[src/rtl/scaler_pkg.sv]
// Shared widths and FSM state encoding for the scaler read path.
package scaler_pkg;

    localparam int SCALER_HI_W = 14;
    localparam int SCALER_LO_W = 14;
    localparam int SNAP_W      = SCALER_HI_W + SCALER_LO_W;

    typedef logic [2:0] state_t;

    localparam logic [2:0] ST_IDLE   = 3'd0;
    localparam logic [2:0] ST_RD_HI1 = 3'd1;
    localparam logic [2:0] ST_RD_LO  = 3'd2;
    localparam logic [2:0] ST_RD_HI2 = 3'd3;
    localparam logic [2:0] ST_CHECK  = 3'd4;
    localparam logic [2:0] ST_DONE   = 3'd5;

endpackage

[src/rtl/scaler_read_sequencer_if.sv]
// Client handshake plus scaler read bus, bundled for the sequencer.
//
// Handshake: a client raises req[i] and holds it until it sees done with
// gnt[i] set. gnt is one-hot and stays asserted from the cycle after the
// request is sampled through the done cycle. done is a single-cycle pulse;
// snap and err are valid in that cycle and hold until the next done.
// RCHAT_/RCHBT_ are active-low strobes; chat/chbt must be stable while the
// matching strobe is low.
interface scaler_read_sequencer_if
    import scaler_pkg::*;
#(
    parameter int NREQ = 4
);
    logic [NREQ-1:0]        req;
    logic [NREQ-1:0]        gnt;
    logic                   done;
    logic [SNAP_W-1:0]      snap;
    logic                   err;
    logic                   RCHAT_;
    logic                   RCHBT_;
    logic [SCALER_HI_W-1:0] chat;
    logic [SCALER_LO_W-1:0] chbt;

    modport master (
        input  req, chat, chbt,
        output gnt, done, snap, err, RCHAT_, RCHBT_
    );

    modport slave (
        output req, chat, chbt,
        input  gnt, done, snap, err, RCHAT_, RCHBT_
    );
endinterface

[src/rtl/scaler_read_sequencer_rr_arbiter.sv]
// Rotating-priority arbiter: grants the first requester at or after the
// pointer and moves the pointer past the winner when told to advance.
module rr_arbiter #(
    parameter int NREQ = 4
) (
    input  logic            clk,
    input  logic            rst,
    input  logic [NREQ-1:0] req,
    input  logic            advance,
    output logic [NREQ-1:0] grant,
    output logic            any
);
    localparam int PTR_W = (NREQ > 1) ? $clog2(NREQ) : 1;

    logic [PTR_W-1:0] pointer;
    logic [PTR_W-1:0] gidx;
    logic [PTR_W-1:0] k;
    logic [PTR_W:0]   sum;

    // Scan from the pointer upward, wrapping, and take the first request.
    always_comb begin
        grant = '0;
        any   = 1'b0;
        gidx  = '0;
        sum   = '0;
        k     = '0;
        for (int i = 0; i < NREQ; i++) begin
            sum = {1'b0, pointer} + (PTR_W+1)'(i);
            if (sum >= (PTR_W+1)'(NREQ)) begin
                sum = sum - (PTR_W+1)'(NREQ);
            end
            k = sum[PTR_W-1:0];
            if (!any && req[k]) begin
                any      = 1'b1;
                grant[k] = 1'b1;
                gidx     = k;
            end
        end
    end

    // Pointer moves to one past the winner whenever a grant is taken.
    always_ff @(posedge clk or posedge rst) begin
        if (rst) begin
            pointer <= '0;
        end else if (advance && any) begin
            if (gidx == PTR_W'(NREQ-1)) begin
                pointer <= '0;
            end else begin
                pointer <= gidx + PTR_W'(1);
            end
        end
    end
endmodule

[src/rtl/scaler_read_sequencer.sv]
// Arbitrates clients for a coherent 28-bit scaler snapshot. Reads the high
// channel, the low channel, then the high channel again; a high-word mismatch
// means a carry rippled across mid-read, so the whole sequence is retried.
module scaler_read_sequencer
    import scaler_pkg::*;
#(
    parameter int NREQ       = 4,
    parameter int STROBE_CYC = 3,
    parameter int MAX_RETRY  = 3
) (
    input  logic                  clk,
    input  logic                  rst,
    scaler_read_sequencer_if.master bus,
    output state_t                state_dbg
);
    localparam int CNT_W = 4;
    localparam int RTY_W = 3;
    localparam logic [CNT_W-1:0] CNT_LAST = CNT_W'(STROBE_CYC);
    localparam logic [RTY_W-1:0] RTY_MAX  = RTY_W'(MAX_RETRY);

    state_t                 state;
    logic [CNT_W-1:0]       cnt;
    logic [RTY_W-1:0]       retry;
    logic [SCALER_HI_W-1:0] hi1;
    logic [SCALER_HI_W-1:0] hi2;
    logic [SCALER_LO_W-1:0] lo;
    logic [NREQ-1:0]        gnt_q;
    logic [SNAP_W-1:0]      snap_q;
    logic                   err_q;
    logic [NREQ-1:0]        arb_grant;
    logic                   arb_any;
    logic                   strobe_phase;

    rr_arbiter #(.NREQ(NREQ)) u_arb (
        .clk     (clk),
        .rst     (rst),
        .req     (bus.req),
        .advance (state == ST_IDLE),
        .grant   (arb_grant),
        .any     (arb_any)
    );

    // Count 0 of every read state is the both-high gap; counts 1..STROBE_CYC
    // hold the strobe low, so the two strobes can never overlap.
    assign strobe_phase = (cnt != '0);
    assign bus.RCHAT_   = !(((state == ST_RD_HI1) || (state == ST_RD_HI2)) && strobe_phase);
    assign bus.RCHBT_   = !((state == ST_RD_LO) && strobe_phase);
    assign bus.done     = (state == ST_DONE);
    assign bus.gnt      = gnt_q;
    assign bus.snap     = snap_q;
    assign bus.err      = err_q;
    assign state_dbg    = state;

    // Sequencer FSM: grant, three strobed reads, compare, complete.
    always_ff @(posedge clk or posedge rst) begin
        if (rst) begin
            state  <= ST_IDLE;
            cnt    <= '0;
            retry  <= '0;
            hi1    <= '0;
            hi2    <= '0;
            lo     <= '0;
            gnt_q  <= '0;
            snap_q <= '0;
            err_q  <= 1'b0;
        end else begin
            case (state)
                ST_IDLE: begin
                    if (arb_any) begin
                        gnt_q <= arb_grant;
                        cnt   <= '0;
                        state <= ST_RD_HI1;
                    end
                end
                ST_RD_HI1: begin
                    if (cnt == CNT_LAST) begin
                        hi1   <= bus.chat;
                        cnt   <= '0;
                        state <= ST_RD_LO;
                    end else begin
                        cnt <= cnt + CNT_W'(1);
                    end
                end
                ST_RD_LO: begin
                    if (cnt == CNT_LAST) begin
                        lo    <= bus.chbt;
                        cnt   <= '0;
                        state <= ST_RD_HI2;
                    end else begin
                        cnt <= cnt + CNT_W'(1);
                    end
                end
                ST_RD_HI2: begin
                    if (cnt == CNT_LAST) begin
                        hi2   <= bus.chat;
                        cnt   <= '0;
                        state <= ST_CHECK;
                    end else begin
                        cnt <= cnt + CNT_W'(1);
                    end
                end
                ST_CHECK: begin
                    if (hi1 == hi2) begin
                        snap_q <= {hi2, lo};
                        err_q  <= 1'b0;
                        state  <= ST_DONE;
                    end else if (retry < RTY_MAX) begin
                        retry <= retry + RTY_W'(1);
                        state <= ST_RD_HI1;
                    end else begin
                        snap_q <= {hi2, lo};
                        err_q  <= 1'b1;
                        state  <= ST_DONE;
                    end
                end
                ST_DONE: begin
                    gnt_q <= '0;
                    retry <= '0;
                    state <= ST_IDLE;
                end
                default: begin
                    state <= ST_IDLE;
                end
            endcase
        end
    end
endmodule

[src/flat_wrapper.sv]
// flat-port wrapper written by rule: the top's interface ports become plain ports
module scaler_read_sequencer_flat import scaler_pkg::*;
#(
    parameter int NREQ       = 4,
    parameter int STROBE_CYC = 3,
    parameter int MAX_RETRY  = 3
)
  (clk, rst, state_dbg, bus_req, bus_chat, bus_chbt, bus_gnt, bus_done, bus_snap, bus_err, bus_RCHAT_, bus_RCHBT_);
  scaler_read_sequencer_if #(.NREQ(NREQ)) bus_i ();
  input  logic clk;
  input  logic rst;
  output state_t state_dbg;
  input wire logic [$bits(bus_i.req)-1:0] bus_req;
  input wire logic [$bits(bus_i.chat)-1:0] bus_chat;
  input wire logic [$bits(bus_i.chbt)-1:0] bus_chbt;
  output wire logic [$bits(bus_i.gnt)-1:0] bus_gnt;
  output wire logic [$bits(bus_i.done)-1:0] bus_done;
  output wire logic [$bits(bus_i.snap)-1:0] bus_snap;
  output wire logic [$bits(bus_i.err)-1:0] bus_err;
  output wire logic [$bits(bus_i.RCHAT_)-1:0] bus_RCHAT_;
  output wire logic [$bits(bus_i.RCHBT_)-1:0] bus_RCHBT_;
  assign bus_i.req = bus_req;
  assign bus_i.chat = bus_chat;
  assign bus_i.chbt = bus_chbt;
  assign bus_gnt = bus_i.gnt;
  assign bus_done = bus_i.done;
  assign bus_snap = bus_i.snap;
  assign bus_err = bus_i.err;
  assign bus_RCHAT_ = bus_i.RCHAT_;
  assign bus_RCHBT_ = bus_i.RCHBT_;
  scaler_read_sequencer #(.NREQ(NREQ), .STROBE_CYC(STROBE_CYC), .MAX_RETRY(MAX_RETRY)) u_core (.clk(clk), .rst(rst), .bus(bus_i), .state_dbg(state_dbg));
endmodule
[config.mk]
export PLATFORM = sky130hd
export DESIGN_NAME = scaler_read_sequencer_flat
export DESIGN_NICKNAME = d
export VERILOG_FILES = /design/src/rtl/scaler_pkg.sv /design/src/rtl/scaler_read_sequencer_if.sv /design/src/rtl/scaler_read_sequencer_rr_arbiter.sv /design/src/rtl/scaler_read_sequencer.sv /design/src/flat_wrapper.sv
export SDC_FILE = /design/constraint.sdc
export NUM_CORES = 1
export LEC_CHECK = 0
export CORE_ASPECT_RATIO = 0.75
export CORE_UTILIZATION = 48
export DETAILED_ROUTE_END_ITERATION = 10
export PLACE_DENSITY_LB_ADDON = 0.05
export SYNTH_ARGS = -nofsm -noshare
export SYNTH_HDL_FRONTEND = slang
export SYNTH_SLANG_ARGS = --single-unit
[constraint.sdc]
create_clock -name clk -period 2.95 [get_ports clk]
set_input_delay 0.59 -clock clk [delete_from_list [all_inputs] [get_ports clk]]
set_output_delay 0.59 -clock clk [all_outputs]
set_load 0.02 [all_outputs]
### Word level (Yosys, flattened, before mapping)

Index checks and enable logic that the tools add are counted.

| operators by class | value |
|---|---|
| multipliers | 0 |
| equality and inequality tests | 15 |
| reduce and logical (&&, ||, !) cells | 30 |
| $add $sub $neg | 10 |
| order comparisons | 13 |
| mux-type cells | 52 |
| bitwise operators | 3 |
| divide/modulo/power cells | 0 |
| shift operators | 0 |

Operator list:

| kind | number |
|---|---|
| 28-bit two-way mux | 2 |
| 4-bit two-way mux | 7 |
| 3-bit two-way mux | 8 |
| 2-bit two-way mux | 9 |
| 4-bit case mux with 2 select lines | 2 |
| 3-bit case mux with 5 select lines | 1 |
| 14-bit == test | 1 |
| 1-bit two-way mux | 14 |
| 2-bit by 3-bit less-than comparator with 1-bit output (second input constant) | 4 |
| 4-bit OR | 3 |
| 2-bit AND reduction | 6 |
| 1-bit logical AND | 10 |
| 3-bit greater-or-equal comparator (second input constant) | 3 |
| 1-bit binary-select mux with 2-bit select | 4 |
| 1-bit demux with 2-bit select | 4 |
| 2-bit by 1-bit greater-or-equal comparator with 1-bit output (second input constant) | 4 |
| 2-bit inequality test (second input constant) | 4 |
| 2-bit by 1-bit subtractor with 2-bit output (second input constant) | 4 |
| 2-bit by 2-bit adder with 3-bit output (second input constant) | 2 |
| 3-bit by 2-bit == test with 1-bit output (second input constant) | 2 |
| 3-bit == test (second input constant) | 2 |
| 2-bit by 1-bit inequality test with 1-bit output (second input constant) | 3 |
| 3-bit case mux with 2 select lines | 1 |
| 2-bit nonzero test | 3 |
| other kinds (16) | 20 |

| word-level totals | value |
|---|---|
| RAM bits | 0 |
| ROM bits | 0 |
| input port bits | 34 |
| output and inout bits | 39 |
| bits in latches | 0 |
| word-level logic and storage cells | 133 |
| memories kept | 0 |
| bits in registers | 87 |

### Depth between registers and ports, before layout

| depth | value |
|---|---|
| depth in word-level cells | 16 |
| gate-level depth with buffers | 10 |
| depth with buffers taken out | 8 |

### Hierarchy

Synthesis repeated with hierarchy kept, for this count alone.

| unflattened totals | value |
|---|---|
| cell total of the unflattened synthesis | 317 |
| area, all modules | 4,090.2 µm² |

By module, submodules not included:

| module | cells an instance | seq. area each (µm²) | instances | area an instance (µm²) |
|---|---|---|---|---|
| scaler_read_sequencer | 258 | 2,127.0 | 1 | 3,567.2 |
| rr_arbiter | 59 | 50.0 | 1 | 523.0 |

### Worst setup path after synthesis

Ideal clock, no wire load.

| timing path | value |
|---|---|
| kind | register to register |
| start | register u_core.u_arb.pointer[0] |
| end | register u_core.u_arb.pointer[1] |
| path slack | 577 ps |
| setup time | 76 ps |
| data required time | 2,874 ps |
| period minus slack after synthesis | 2,373 ps |
| buffers on the path | 2 |
| arrival | 2,297 ps |
| stages on the path, launching flop included | 11 |
| cell sequence | dfrtp_1 -> buf_6 -> inv_1 -> ha_1 -> buf_6 -> or3b_1 -> a2111oi_0 -> or3_2 -> o21ai_2 -> xor2_1 -> o21ai_1 |

| on the way | value |
|---|---|
| word-level cells in the longest chain between the ends | 16 |
| elaborated cells between the ends (all ways) | 41 |
| classes of those cells | add/sub (8); order compare (4); eq/ne (1); mux (21); reduce/logical (7) |

Ends and longest elaborated chain:

| element | line | source |
|---|---|---|
| start, declared | scaler_read_sequencer_rr_arbiter.sv:15 | `logic [PTR_W-1:0] pointer;` |
| start signal, assigned | scaler_read_sequencer_rr_arbiter.sv:49 | `pointer <= gidx + PTR_W'(1);` |
| branches (longest 16 deep; another with 2-bit by 1-bit adder with 3-bit output) | n/a |  |

Parallel ways; which one is timed is not known. The select of a mux whose other input is x is not followed.
A chain may end at the register's enable or synchronous reset.

### Final worst setup path

| timing path | value |
|---|---|
| start | register u_core.state[1] (netlist: u_core.state_dbg[1]) |
| end | output port bus_done |

| on the way | value |
|---|---|
| word-level cells in the longest chain between the ends | 1 |

Ends and longest elaborated chain:

| element | line | source |
|---|---|---|
| start, declared | scaler_read_sequencer.sv:21 | `state_t state;` |
| start signal, assigned | scaler_read_sequencer.sv:57 | `state <= ST_IDLE;` |
| start signal, assigned | scaler_read_sequencer.sv:72 | `state <= ST_RD_HI1;` |
| start signal, assigned | scaler_read_sequencer.sv:79 | `state <= ST_RD_LO;` |
| 3-bit == test | scaler_read_sequencer.sv:48 | `assign bus.done = (state == ST_DONE);` |
| end, declared | flat_wrapper.sv:17 | `output wire logic [$bits(bus_i.done)-1:0] bus_done;` |

No other way between the ends.

==> impl_metrics.env <==
export IMPL_synthTopCellsByArea="dfrtp_1, mux2_2, xor2_1, ha_1, mux2_1"
export IMPL_final_area_um2=5230
export IMPL_fillers=655
export IMPL_mostFrequentLayoutCells="dfrtp_1, clkdlybuf4s50_1, mux2_2"
export IMPL_cts_clk_slew_worst_paths_ns=0.06
export IMPL_yosysUniqueCellTypes=50
export IMPL_dr_wl_met3_um=501
export IMPL_vias_per_cell=5.38
export IMPL_met2_length_um=3420
export IMPL_globalplace_congestion=0.811
export IMPL_grtUsageTotal=0.187
export IMPL_outcome="completed"
export IMPL_synth_area_per_cell_um2=12.8
export IMPL_drt_met1_wl_um=3840
export IMPL_cp_start_kind="flop"
export IMPL_cts_hold_buffers=0
export IMPL_highest_layer="met4"
export IMPL_end_kind="primary output"
export IMPL_ir_worst_vdd_v=0.000465
export IMPL_worstSetupPathType="flop to primary output"
export IMPL_r2r_end="u_core.bus.snap[5]"
export IMPL_synth_seq_cells=87
export IMPL_route_vias_total=2728
export IMPL_first_iter_violations=112
export IMPL_cts_setup_buffers=0
export IMPL_max_cap_violations=0
export IMPL_worstHoldPathCells=1
export IMPL_numCtsBuffers=9
export IMPL_critical_path_max_fanout=13
export IMPL_powerDensity_nw_per_um2=1030
export IMPL_clk_path_buf_depth=2
export IMPL_hold_class="flop to flop"
export IMPL_num_rows=28
export IMPL_fin_skew_ns=0.00920
export IMPL_area_delta_synth_final_pct=26.7
export IMPL_max_slew_margin=0.581
export IMPL_synth_top_area_share=0.527
export IMPL_setup_viol=0
export IMPL_routedWlPerCell_um=15.5
export IMPL_fmax_mhz=382
export IMPL_place_hpwl_um=5400
export IMPL_crit_path_cell_trace="nor2_1, nand2_1, inv_1, clkdlybuf4s50_1"
export IMPL_synth_edff_count=0
export IMPL_postSynthCellCount=323
export IMPL_dieHeight_um=82.3
export IMPL_reg2reg_from="u_core.hi2[2]"
export IMPL_synth_async_sr_flop_share=1.00
export IMPL_slew_viol_final=0
export IMPL_ant_nets=0
export IMPL_cp_data_arrival_time_ns=2.03
export IMPL_first_pass_iters=4
export IMPL_slowest_delay_ns=0.60
export IMPL_tns_ns=0
export IMPL_critPathRequiredTime_ns=2.36
export IMPL_cp_top_family="buffers and inverters"
export IMPL_cts_resized=0
export IMPL_syn_cell_area_um2=4130
export IMPL_worstHoldStart="u_core.bus.snap[26]"
export IMPL_die_area_um2=8980
export IMPL_io_buffer_count=72
export IMPL_crit_buf_inv=2
export IMPL_finalNetCount=441
export IMPL_num_io_pins=73
export IMPL_worst_pin_slew_ns=0.627
export IMPL_hold_viol_final=0
export IMPL_numClockSinks=87
export IMPL_synth_flop_cell="dfrtp_1"
export IMPL_antenna_cells=0
export IMPL_period_minus_slack_ns=2.62
export IMPL_core_area_um2=8090
export IMPL_ys_warn_count=0
export IMPL_whs_endpoint="u_core.bus.snap[26]"
export IMPL_reg2reg_slack_ns=0.60
export IMPL_gr_total_overflow=0
export IMPL_die_width_um=109
export IMPL_antenna_found_initial=0
export IMPL_drc=0
export IMPL_grt_max_degree=88
export IMPL_start_util=0.510
export IMPL_cts_tree="built"
export IMPL_drive_above_1_share=0.241
export IMPL_ys_seq_area_frac=0.527
export IMPL_ff2ff_path_depth=6
export IMPL_placed_area_um2=4950
export IMPL_clock_latency_ns=0.33
export IMPL_critPathSlowestCell="clkdlybuf4s50_1"
export IMPL_htree_levels=3
export IMPL_min_period_over_period=0.886
export IMPL_rsz0062_at_grt="no"
export IMPL_final_common_cell="dfrtp_1"
export IMPL_grt_pass1_wl_um=12700
export IMPL_grt_pass1_vias=2571
export IMPL_synth_area_leader_cell="dfrtp_1"
export IMPL_leakagePower_nw=2.29
export IMPL_drt_wl_total_um=7850
export IMPL_syn_nets=367
export IMPL_cts_root_buf="clkbuf_16"
power breakdown:
group          total [mW]  leakage [nW]  internal, mW  switching [mW]
Sequential           2.08          1.09          1.71           0.374
Clock                1.06         0.132         0.599           0.456
Combinational        2.24          1.07          1.15            1.08
Total                5.37          2.29          3.46            1.91
cell families after synthesis:
family,Yosys count,share of synthesized area
AO/OA/AOI/OAI,44,0.0709
multiplexers,78,0.221
flip-flops,87,0.527
adder cells (fa/ha/maj),10,0.0303
XOR/XNOR,16,0.0339
buffers and inverters,26,0.0382
AND/OR/NAND/NOR,62,0.0785
registers in the layout, summed over array words and instances (netlist names), 3 cells and up:
name	flops
u_core.hi2	14
u_core.cnt	4
u_core.bus.gnt	4
u_core.hi1	14
u_core.retry	3
u_core.lo	14
u_core.state_dbg	3
u_core.bus.snap	28
cells in the mapped netlist, types with 5 or more instances:
library cell and count:
dfrtp_1 87, nor2_1 18, mux2_1 9, ha_1 10, nand3_1 7, mux2_2 63, nor4_1 5, inv_1 7
a31oi_1 5, buf_2 6, o21ai_0 12, xor2_1 16, nand2_1 15
per-layer routing:
metal  GRT usage  vias up
met5           0        -
met4      0.0486        0
met3      0.0495       10
met2       0.286       86
met1       0.266     1313
li1            -     1319
worst reg2reg max path: cells and delay by family, from the launching register on:
kind	cells	cell delay, ns
AOI/OAI and AO/OA	1	0.21
xor gates and xnor gates	1	0.17
buffers and inverters	1	0.31
DFF	1	0.40
muxes	1	0.38
and+or+nand+nor	2	0.76
through the flow:
| stage | utilization | instances | total power, mW | setup WS, ns | hold slack [ns] |
|---|---|---|---|---|---|
| 6_report | 0.646 | 507 | 5.37 | 0.335 | 0.483 |
| 5_1_grt | 0.646 | 507 | 5.75 | 0.209 | 0.496 |
| 4_1_cts | 0.646 | 507 | 5.42 | 0.332 | 0.487 |
| 3_5_place_dp | 0.611 | 491 | 4.34 | 0.314 | 0.470 |
| 3_3_place_gp | 0.611 | 491 | 4.27 | 0.379 | 0.465 |
| 2_1_floorplan | - | 323 | 3.64 | 0.110 | 0.451 |
layout make-up:
| class | instances | area (um2) | share of cell area |
|---|---|---|---|
| multi-input cells | 210 | 1810 | 0.345 |
| flip-flops and latches | 87 | 2180 | 0.416 |
| inverters | 8 | 31.3 | 0.00598 |
| clock buffers | 11 | 243 | 0.0464 |
| repair buffers | 81 | 801 | 0.153 |
| well taps | 105 | 131 | 0.0251 |
| clock inverters | 5 | 41.3 | 0.00789 |
worst max path at each step:
stage                         endpoint  cells after the start                 from
2_1_floorplan           u_core.bus.err                      1                  rst
3_3_place_gp         u_core.bus.gnt[2]                      6           bus_req[2]
3_5_place_dp   u_core.u_arb.pointer[1]                      7           bus_req[2]
4_1_cts                       bus_done                      4  u_core.state_dbg[1]
5_1_grt                       bus_done                      4  u_core.state_dbg[1]
6_report                      bus_done                      4  u_core.state_dbg[1]
Power figures use the tool's default switching activity.
